File: src/rtl/tlb_walk_ctrl_pkg.sv
// Shared definitions for the TLB walk controller: page width default,
// offset width default and the controller state encoding.
`ifndef PAGE_WIDTH
`define PAGE_WIDTH 4
`endif

package tlb_walk_ctrl_pkg;

    localparam int DEFAULT_PAGE_WIDTH   = `PAGE_WIDTH;
    localparam int DEFAULT_OFFSET_WIDTH = 12;

    typedef enum logic [2:0] {
        IDLE   = 3'd0,
        LOOKUP = 3'd1,
        WALK   = 3'd2,
        FILL   = 3'd3,
        RESP   = 3'd4
    } walk_state_e;

endpackage

File: src/rtl/walk_timer.sv
// Page-walk latency counter: loaded with the walk delay, counts down one
// step per enabled cycle and flags the final walk cycle (count == 1).
module walk_timer #(
    parameter int WIDTH = 3
) (
    input  logic             clk,
    input  logic             rst_n,
    input  logic             load,
    input  logic [WIDTH-1:0] load_value,
    input  logic             dec,
    output logic             done
);

    logic [WIDTH-1:0] count_q;

    // Count register: load has priority, decrement saturates at zero.
    // NOTE: sequential state uses non-blocking (<=) so every flop samples
    // pre-edge values regardless of block ordering.
    always_ff @(posedge clk or negedge rst_n) begin
        if (!rst_n) begin
            count_q <= '0;
        end else if (load) begin
            count_q <= load_value;
        end else if (dec && (count_q != '0)) begin
            count_q <= count_q - 1'b1;
        end
    end

    assign done = (count_q == WIDTH'(1));

endmodule

File: src/rtl/tlb_walk_ctrl.sv
// TLB miss handler: looks the request page up in the TLB, walks for a fixed
// latency on a miss, fills the TLB with the walked translation and retries.
// Page 0 is unmapped and yields a fault response after the walk.
module tlb_walk_ctrl
    import tlb_walk_ctrl_pkg::*;
#(
    parameter int PAGE_WIDTH       = `PAGE_WIDTH,
    parameter int OFFSET_WIDTH     = DEFAULT_OFFSET_WIDTH,
    parameter int WALK_DELAY       = 4,
    parameter int WALK_DELAY_WIDTH = 3
) (
    input  logic                               clk,
    input  logic                               rst_n,
    // request channel
    input  logic                               req_valid,
    output logic                               req_ready,
    input  logic [PAGE_WIDTH+OFFSET_WIDTH-1:0] req_vaddr,
    input  logic                               flush,
    // TLB lookup port
    output logic [PAGE_WIDTH-1:0]              tlb_vpage,
    output logic                               tlb_valid,
    input  logic                               tlb_hit,
    input  logic [PAGE_WIDTH-1:0]              tlb_ppage,
    input  logic                               tlb_exception,
    // TLB fill port
    output logic                               fill_valid,
    output logic [PAGE_WIDTH-1:0]              fill_vpage,
    output logic [PAGE_WIDTH-1:0]              fill_ppage,
    // response channel
    output logic                               resp_valid,
    input  logic                               resp_ready,
    output logic [PAGE_WIDTH+OFFSET_WIDTH-1:0] resp_paddr,
    output logic                               resp_exception
);

    localparam int AW = PAGE_WIDTH + OFFSET_WIDTH;

    walk_state_e           state_q;
    walk_state_e           state_d;
    logic [AW-1:0]         vaddr_q;
    logic [AW-1:0]         paddr_q;
    logic                  exception_q;

    logic                  capture_req;
    logic                  capture_hit;
    logic                  capture_fault;
    logic                  timer_load;
    logic                  timer_dec;
    logic                  walk_done;

    logic [PAGE_WIDTH-1:0]   vpage;
    logic [OFFSET_WIDTH-1:0] offset;

    assign vpage  = vaddr_q[AW-1:OFFSET_WIDTH];
    assign offset = vaddr_q[OFFSET_WIDTH-1:0];

    walk_timer #(
        .WIDTH (WALK_DELAY_WIDTH)
    ) u_walk_timer (
        .clk        (clk),
        .rst_n      (rst_n),
        .load       (timer_load),
        .load_value (WALK_DELAY_WIDTH'(WALK_DELAY)),
        .dec        (timer_dec),
        .done       (walk_done)
    );

    // State register.
    always_ff @(posedge clk or negedge rst_n) begin
        if (!rst_n) begin
            state_q <= IDLE;
        end else begin
            state_q <= state_d;
        end
    end

    // Next-state and datapath strobes; flush aborts only the in-flight states.
    // NOTE: every signal gets a default before the case so no path leaves it
    // unassigned, which would otherwise infer a latch.
    always_comb begin
        state_d       = state_q;
        capture_req   = 1'b0;
        capture_hit   = 1'b0;
        capture_fault = 1'b0;
        timer_load    = 1'b0;
        timer_dec     = 1'b0;
        unique case (state_q)
            IDLE: begin
                if (req_valid) begin
                    capture_req = 1'b1;
                    state_d     = LOOKUP;
                end
            end
            LOOKUP: begin
                if (flush) begin
                    state_d = IDLE;
                end else if (tlb_hit) begin
                    capture_hit = 1'b1;
                    state_d     = RESP;
                end else begin
                    // A repeated miss after our own fill simply walks again.
                    timer_load = 1'b1;
                    state_d    = WALK;
                end
            end
            WALK: begin
                if (flush) begin
                    state_d = IDLE;
                end else begin
                    timer_dec = 1'b1;
                    if (walk_done) begin
                        if (vpage != '0) begin
                            state_d = FILL;
                        end else begin
                            capture_fault = 1'b1;
                            state_d       = RESP;
                        end
                    end
                end
            end
            FILL: begin
                state_d = flush ? IDLE : LOOKUP;
            end
            RESP: begin
                if (resp_ready) begin
                    state_d = IDLE;
                end
            end
            default: begin
                state_d = IDLE;
            end
        endcase
    end

    // Request address and response registers.
    // NOTE: every datapath register is reset so that outputs derived from
    // them read zero while rst_n is low.
    always_ff @(posedge clk or negedge rst_n) begin
        if (!rst_n) begin
            vaddr_q     <= '0;
            paddr_q     <= '0;
            exception_q <= 1'b0;
        end else begin
            if (capture_req) begin
                vaddr_q <= req_vaddr;
            end
            if (capture_hit) begin
                paddr_q     <= {tlb_ppage, offset};
                exception_q <= tlb_exception;
            end else if (capture_fault) begin
                paddr_q     <= '0;
                exception_q <= 1'b1;
            end
        end
    end

    assign req_ready      = (state_q == IDLE);
    assign tlb_valid      = (state_q == LOOKUP);
    assign tlb_vpage      = vpage;
    assign fill_valid     = (state_q == FILL) && !flush;
    assign fill_vpage     = vpage;
    assign fill_ppage     = vpage + PAGE_WIDTH'(1);
    assign resp_valid     = (state_q == RESP);
    assign resp_paddr     = paddr_q;
    assign resp_exception = exception_q;

endmodule

File: config.mk
export PLATFORM = sky130hd
export DESIGN_NAME = tlb_walk_ctrl
export DESIGN_NICKNAME = d
export VERILOG_FILES = /design/src/rtl/tlb_walk_ctrl_pkg.sv /design/src/rtl/walk_timer.sv /design/src/rtl/tlb_walk_ctrl.sv
export SDC_FILE = /design/constraint.sdc
export NUM_CORES = 1
export LEC_CHECK = 0
export CAP_MARGIN = 20
export CORE_ASPECT_RATIO = 1.4
export CORE_MARGIN = 3
export CORE_UTILIZATION = 25
export DETAILED_ROUTE_END_ITERATION = 7
export MAX_ROUTING_LAYER = met4
export PLACE_DENSITY_LB_ADDON = 0.08
export SLEW_MARGIN = 40
export SYNTH_ARGS = -nofsm -noshare
export SYNTH_HDL_FRONTEND = slang
export SYNTH_HIERARCHICAL = 1
export SYNTH_SLANG_ARGS = --single-unit
File: constraint.sdc
create_clock -name clk -period 2.75 [get_ports clk]
set_clock_uncertainty 0.2 [all_clocks]
set_input_delay 0.55 -clock clk [delete_from_list [all_inputs] [get_ports clk]]
set_output_delay 0.55 -clock clk [all_outputs]
set_load 0.03 [all_outputs]
# Yosys cells after proc, flatten, opt, wreduce, memory -nomap -nowiden
# Cells that the tools add are included.
[classes]
n_addsub = 2
n_eq_ne = 8
muxes = 29
reduce_logical = 9
[op_table]
columns = ["op", "n"]
rows = [
  ["16-bit two-way mux", 2],
  ["3-bit two-way mux", 9],
  ["1-bit two-way mux", 17],
  ["3-bit one-hot mux with 5 select lines", 1],
  ["3-bit by 1-bit == test with 1-bit output, second input constant", 2],
  ["3-bit by 2-bit == test with 1-bit output, second input constant", 2],
  ["4-bit by 1-bit adder with 4-bit output, second input constant", 1],
  ["2-bit nonzero test", 2],
  ["4-bit nonzero test", 1],
  ["3-bit == test, second input constant", 1],
  ["3-bit logical NOT", 1],
  ["3-bit by 2-bit != test with 1-bit output, second input constant", 1],
  ["3-bit AND reduction", 1],
  ["3-bit nonzero test", 1],
  ["3-bit by 1-bit subtractor with 3-bit output, second input constant", 1],
  ["1-bit logical AND", 2],
  ["2-bit by 1-bit != test with 1-bit output, second input constant", 1],
  ["2-bit != test, second input constant", 1],
  ["1-bit logical NOT", 1],
]
[totals]
register_bits = 39
inputBits = 27
out_inout_bits = 33
elab_cells = 53

# Depth between registers and ports, before layout
[depth]
ltp_word = 7
depth_mapped = 8
depth_no_buf = 7

# Hierarchy
# Netlist, hierarchy kept.
[modules_own_cells]
columns = ["module", "instances", "cells_per_inst", "area_each_um2", "seq_area_each_um2"]
rows = [
  ["tlb_walk_ctrl", 1, 123, 1585.3, 900.9],
  ["walk_timer", 1, 24, 221.5, 75.1],
]

# Worst setup path after synthesis
# OpenSTA, ideal clock, no wires.
[synth_timing]
kind = "register to register"
from = "register state_q[1]"
to = "register vaddr_q[10]"
setup_time_ns = 0.125
arrival_ns = 2.219
required_time_ns = 2.425
slack_ns = 0.206
stages_incl_launch_ff = 7
path_buffers = 3
synth_period_minus_slack_ns = 2.544
path_cell_list = "dfrtp_1 > buf_4 > nor3_1 > and2_1 > buf_2 > buf_2 > mux2_2"
[synth_between]
elab_chain_len = 2
[synth_rtl]
columns = ["element", "line_no", "rtl"]
rows = [
  ["from (decl)", "tlb_walk_ctrl.sv:38", "walk_state_e state_q;"],
  ["from (signal assigned)", "tlb_walk_ctrl.sv:73", "state_q <= state_d;"],
  ["3-bit logical NOT", "n/a", ""],
  ["via req_ready", "tlb_walk_ctrl.sv:16", "output logic req_ready,"],
  ["1-bit two-way mux", "tlb_walk_ctrl.sv:87", "unique case (state_q)"],
  ["to (signal assigned)", "tlb_walk_ctrl.sv:145", "vaddr_q <= req_vaddr;"],
  ["to (decl)", "tlb_walk_ctrl.sv:40", "logic [AW-1:0] vaddr_q;"],
]
# The timed path passes the listed nets, and every way through them passes these cells.
# A chain may end at the register's enable or synchronous reset.

# Worst setup path in the final report
[layout_timing]
from = "register state_q[2]"
to = "output req_ready"
[layout_between]
elab_chain_len = 1
[layout_rtl]
columns = ["element", "line_no", "rtl"]
rows = [
  ["3-bit logical NOT", "tlb_walk_ctrl.sv:157", "assign req_ready = (state_q == IDLE);"],
  ["to (decl)", "tlb_walk_ctrl.sv:16", ""],
]
# Every way passes these cells.

==> impl_metrics.yaml <==
outcome:
  outcome: "finished clean"
detailed_routing:
  drtIter0Drc: 36
  drt-total-wl_um: 4230
  vias: 1292
  ant_nets: 0
  drt-pass1-iter-count: 4
  wire_per_inst_um: 14.0
  drt-vias-per-instance: 4.29
  remaining_drc_errors: 0
synth:
  yosysWarnings: 6
  synth_seq_cells: 39
  synthArstFlopShare_pct: 100
  synth_area_um2: 1810
  yosysTopAreaCellShare_pct: 54.0
  yosys-top-cells-area: "dfrtp_1 54%, mux2_2 8.7%, a22o_1 7.8%"
  ys_types: 37
  synth_cells: 147
  synth_seq_area_share_pct: 54.0
  synth-main-ff-cell: "dfrtp_1"
  synth_enable_flop_cells: 0
  syn_area_per_cell_um2: 12.3
  synth_top_area_cell: "dfrtp_1"
pwr:
  finalPower_mw: 3.23
  power.density_nw_per_um2: 1260
  leakagePower_nw: 1.13
  ir_drop_uv: 442
timing:
  setup-violations-final: 0
  post-route-period-util_pct: 93.4
  hold_violations: 0
  fmax_mhz: 389
  fin_crit_ps: 2570
  slew_violations: 0
  setup_tns_ps: 0
  grt_setup_unrepaired: "no"
layout:
  fin_nets: 237
  area_growth_pct: 42.3
  diodes: 0
  drive_gt1_share_pct: 18.4
  fin_util_pct: 36.8
floorplan:
  die_h_um: 107
  fp.dieW_um: 77.8
  pin_count: 60
  initial_utilization_pct: 25.9
  rows: 36
  dieArea_um2: 8300
  core_um2: 6980
clock_network:
  cts_tree: "built"
  cts-root-buf: "clkbuf_8"
  clk_path_buf_depth: 2
  postCtsHoldBufs: 0
  cts_resized: 0
  h-tree-depth: 2
  cts_setup_buffers: 0
  cts_buffers: 5
  worstSkewPairLatency_ps: 280
  clk_pin_slew_ps: 80
  cts_sinks: 39
worst_setup_path:
  reg2reg_depth: 7
  endpoint_kind: "output pin"
  r2r_slack_ps: 610
  startpoint_type: "flop"
  required_ps: 2000
  worstReg2RegEnd: "resp_paddr[14]"
  cp.arrival_ps: 1820
  r2r-start: "vaddr_q[12]"
  critical_path_peak_fanout: 9
  worstSetupPathType: "reg -> out"
grt:
  grt_pass1_wl_um: 7000
  grt-ovfl-total: 0
  antenna_found_initial: 0
  grt_pass1_vias: 1327
  grt_max_degree: 40
  gr-usage-all-layers_pct: 10.9
min_path:
  hp-class: "in -> async"
run:
  max_cap_viol_count: 0
place:
  port_buffers: 59
  dpl.hpwl_um: 3030
  finalWeightedCongestion: 0.828
## cell families after synthesis
| kind of cell | share of synthesized area (%) |
|---|---|
| simple gates | 11.3 |
| flops | 54.0 |
| fa+ha+maj | 3.46 |
| other cells | 0.416 |
| mux | 9.28 |
| buf+inv | 7.62 |
| xor+xnor | 0.970 |
| compound gates | 13.0 |
## per-layer routing
layer  share of wire (%)  GRT usage, %
met1                  44          13.5
met2                  49          17.4
met3                 6.0          2.77
met5                   0             -
met4                 1.5          3.82
## flip-flops by register name (all words and copies together), names as in the netlist
| name | flops |
|---|---|
| state_q | 3 |
| resp_exception | 1 |
| vaddr_q | 16 |
| resp_paddr | 16 |
| u_walk_timer/count_q | 3 |
## cell usage in the layout, fill, tap and decap left out, types with 2 or more instances in the layout
cell type	count
a21oi_1	4
a22o_1	16
and2_1	2
buf_4	7
clkbuf_8	5
clkdlybuf4s50_1	57
clkinv_2	2
conb_1	3
dfrtp_1	39
ha_1	5
inv_1	5
mux2_2	14
nand2_1	6
nand3_1	3
nor2_1	6
nor2b_1	2
nor3_1	3
nor3b_1	3
o21ai_0	4
## power by group
part | internal (mW) | switching [mW]
Clock | 0.270 | 0.203
Combinational | 0.803 | 0.897
Sequential | 0.851 | 0.206
Total | 1.92 | 1.31
## worst max-delay path, cell delays in order, from the launching register on
cell and delay [ps]:
dfrtp_1 480, nor3_1 320, clkdlybuf4s50_1 740
## Yosys cell counts (2+ instances only)
cell type,instances
nor3b_1,3
nor2b_1,2
mux2_2,14
nand2_1,6
ha_1,5
buf_2,4
inv_1,5
conb_1,2
dfrtp_1,39
and2_1,2
a22o_1,16
nand3_1,3
o21ai_0,4
nor3_1,3
buf_4,9
nor2_1,6
a21oi_1,4
## cell type report
cell class              count  area [um^2]
clock buffers               5         68.8
repair buffers             65          643
flip-flops and latches     39          976
fillers                   672         4410
clock inverters             3         43.8
multi-input cells          88          697
well taps                  95          119
inverters                   6         23.8
## worst max path at each step
stage / start / endpoint / slack (ps)
floorplan: state_q[1] / vaddr_q[10] / 210
finish: state_q[2] / req_ready / 180
detailed placement: flush / resp_paddr[14] / 120
global placement: flush / resp_paddr[3] / 160
CTS: state_q[2] / req_ready / 170
global route: state_q[2] / req_ready / 80
## metrics by stage
step                      cells  hold WS [ps]  instance area [um^2]  setup slack, ps
after floorplan             148          54.4                  1810              206
after global placement      293           273                  2460              163
after detailed placement    293           281                  2460              122
after CTS                   301          45.6                  2570              173
after global routing        301          62.7                  2570             84.6
final                       301          28.5                  2570              182
Power figures use the tool's default switching activity.
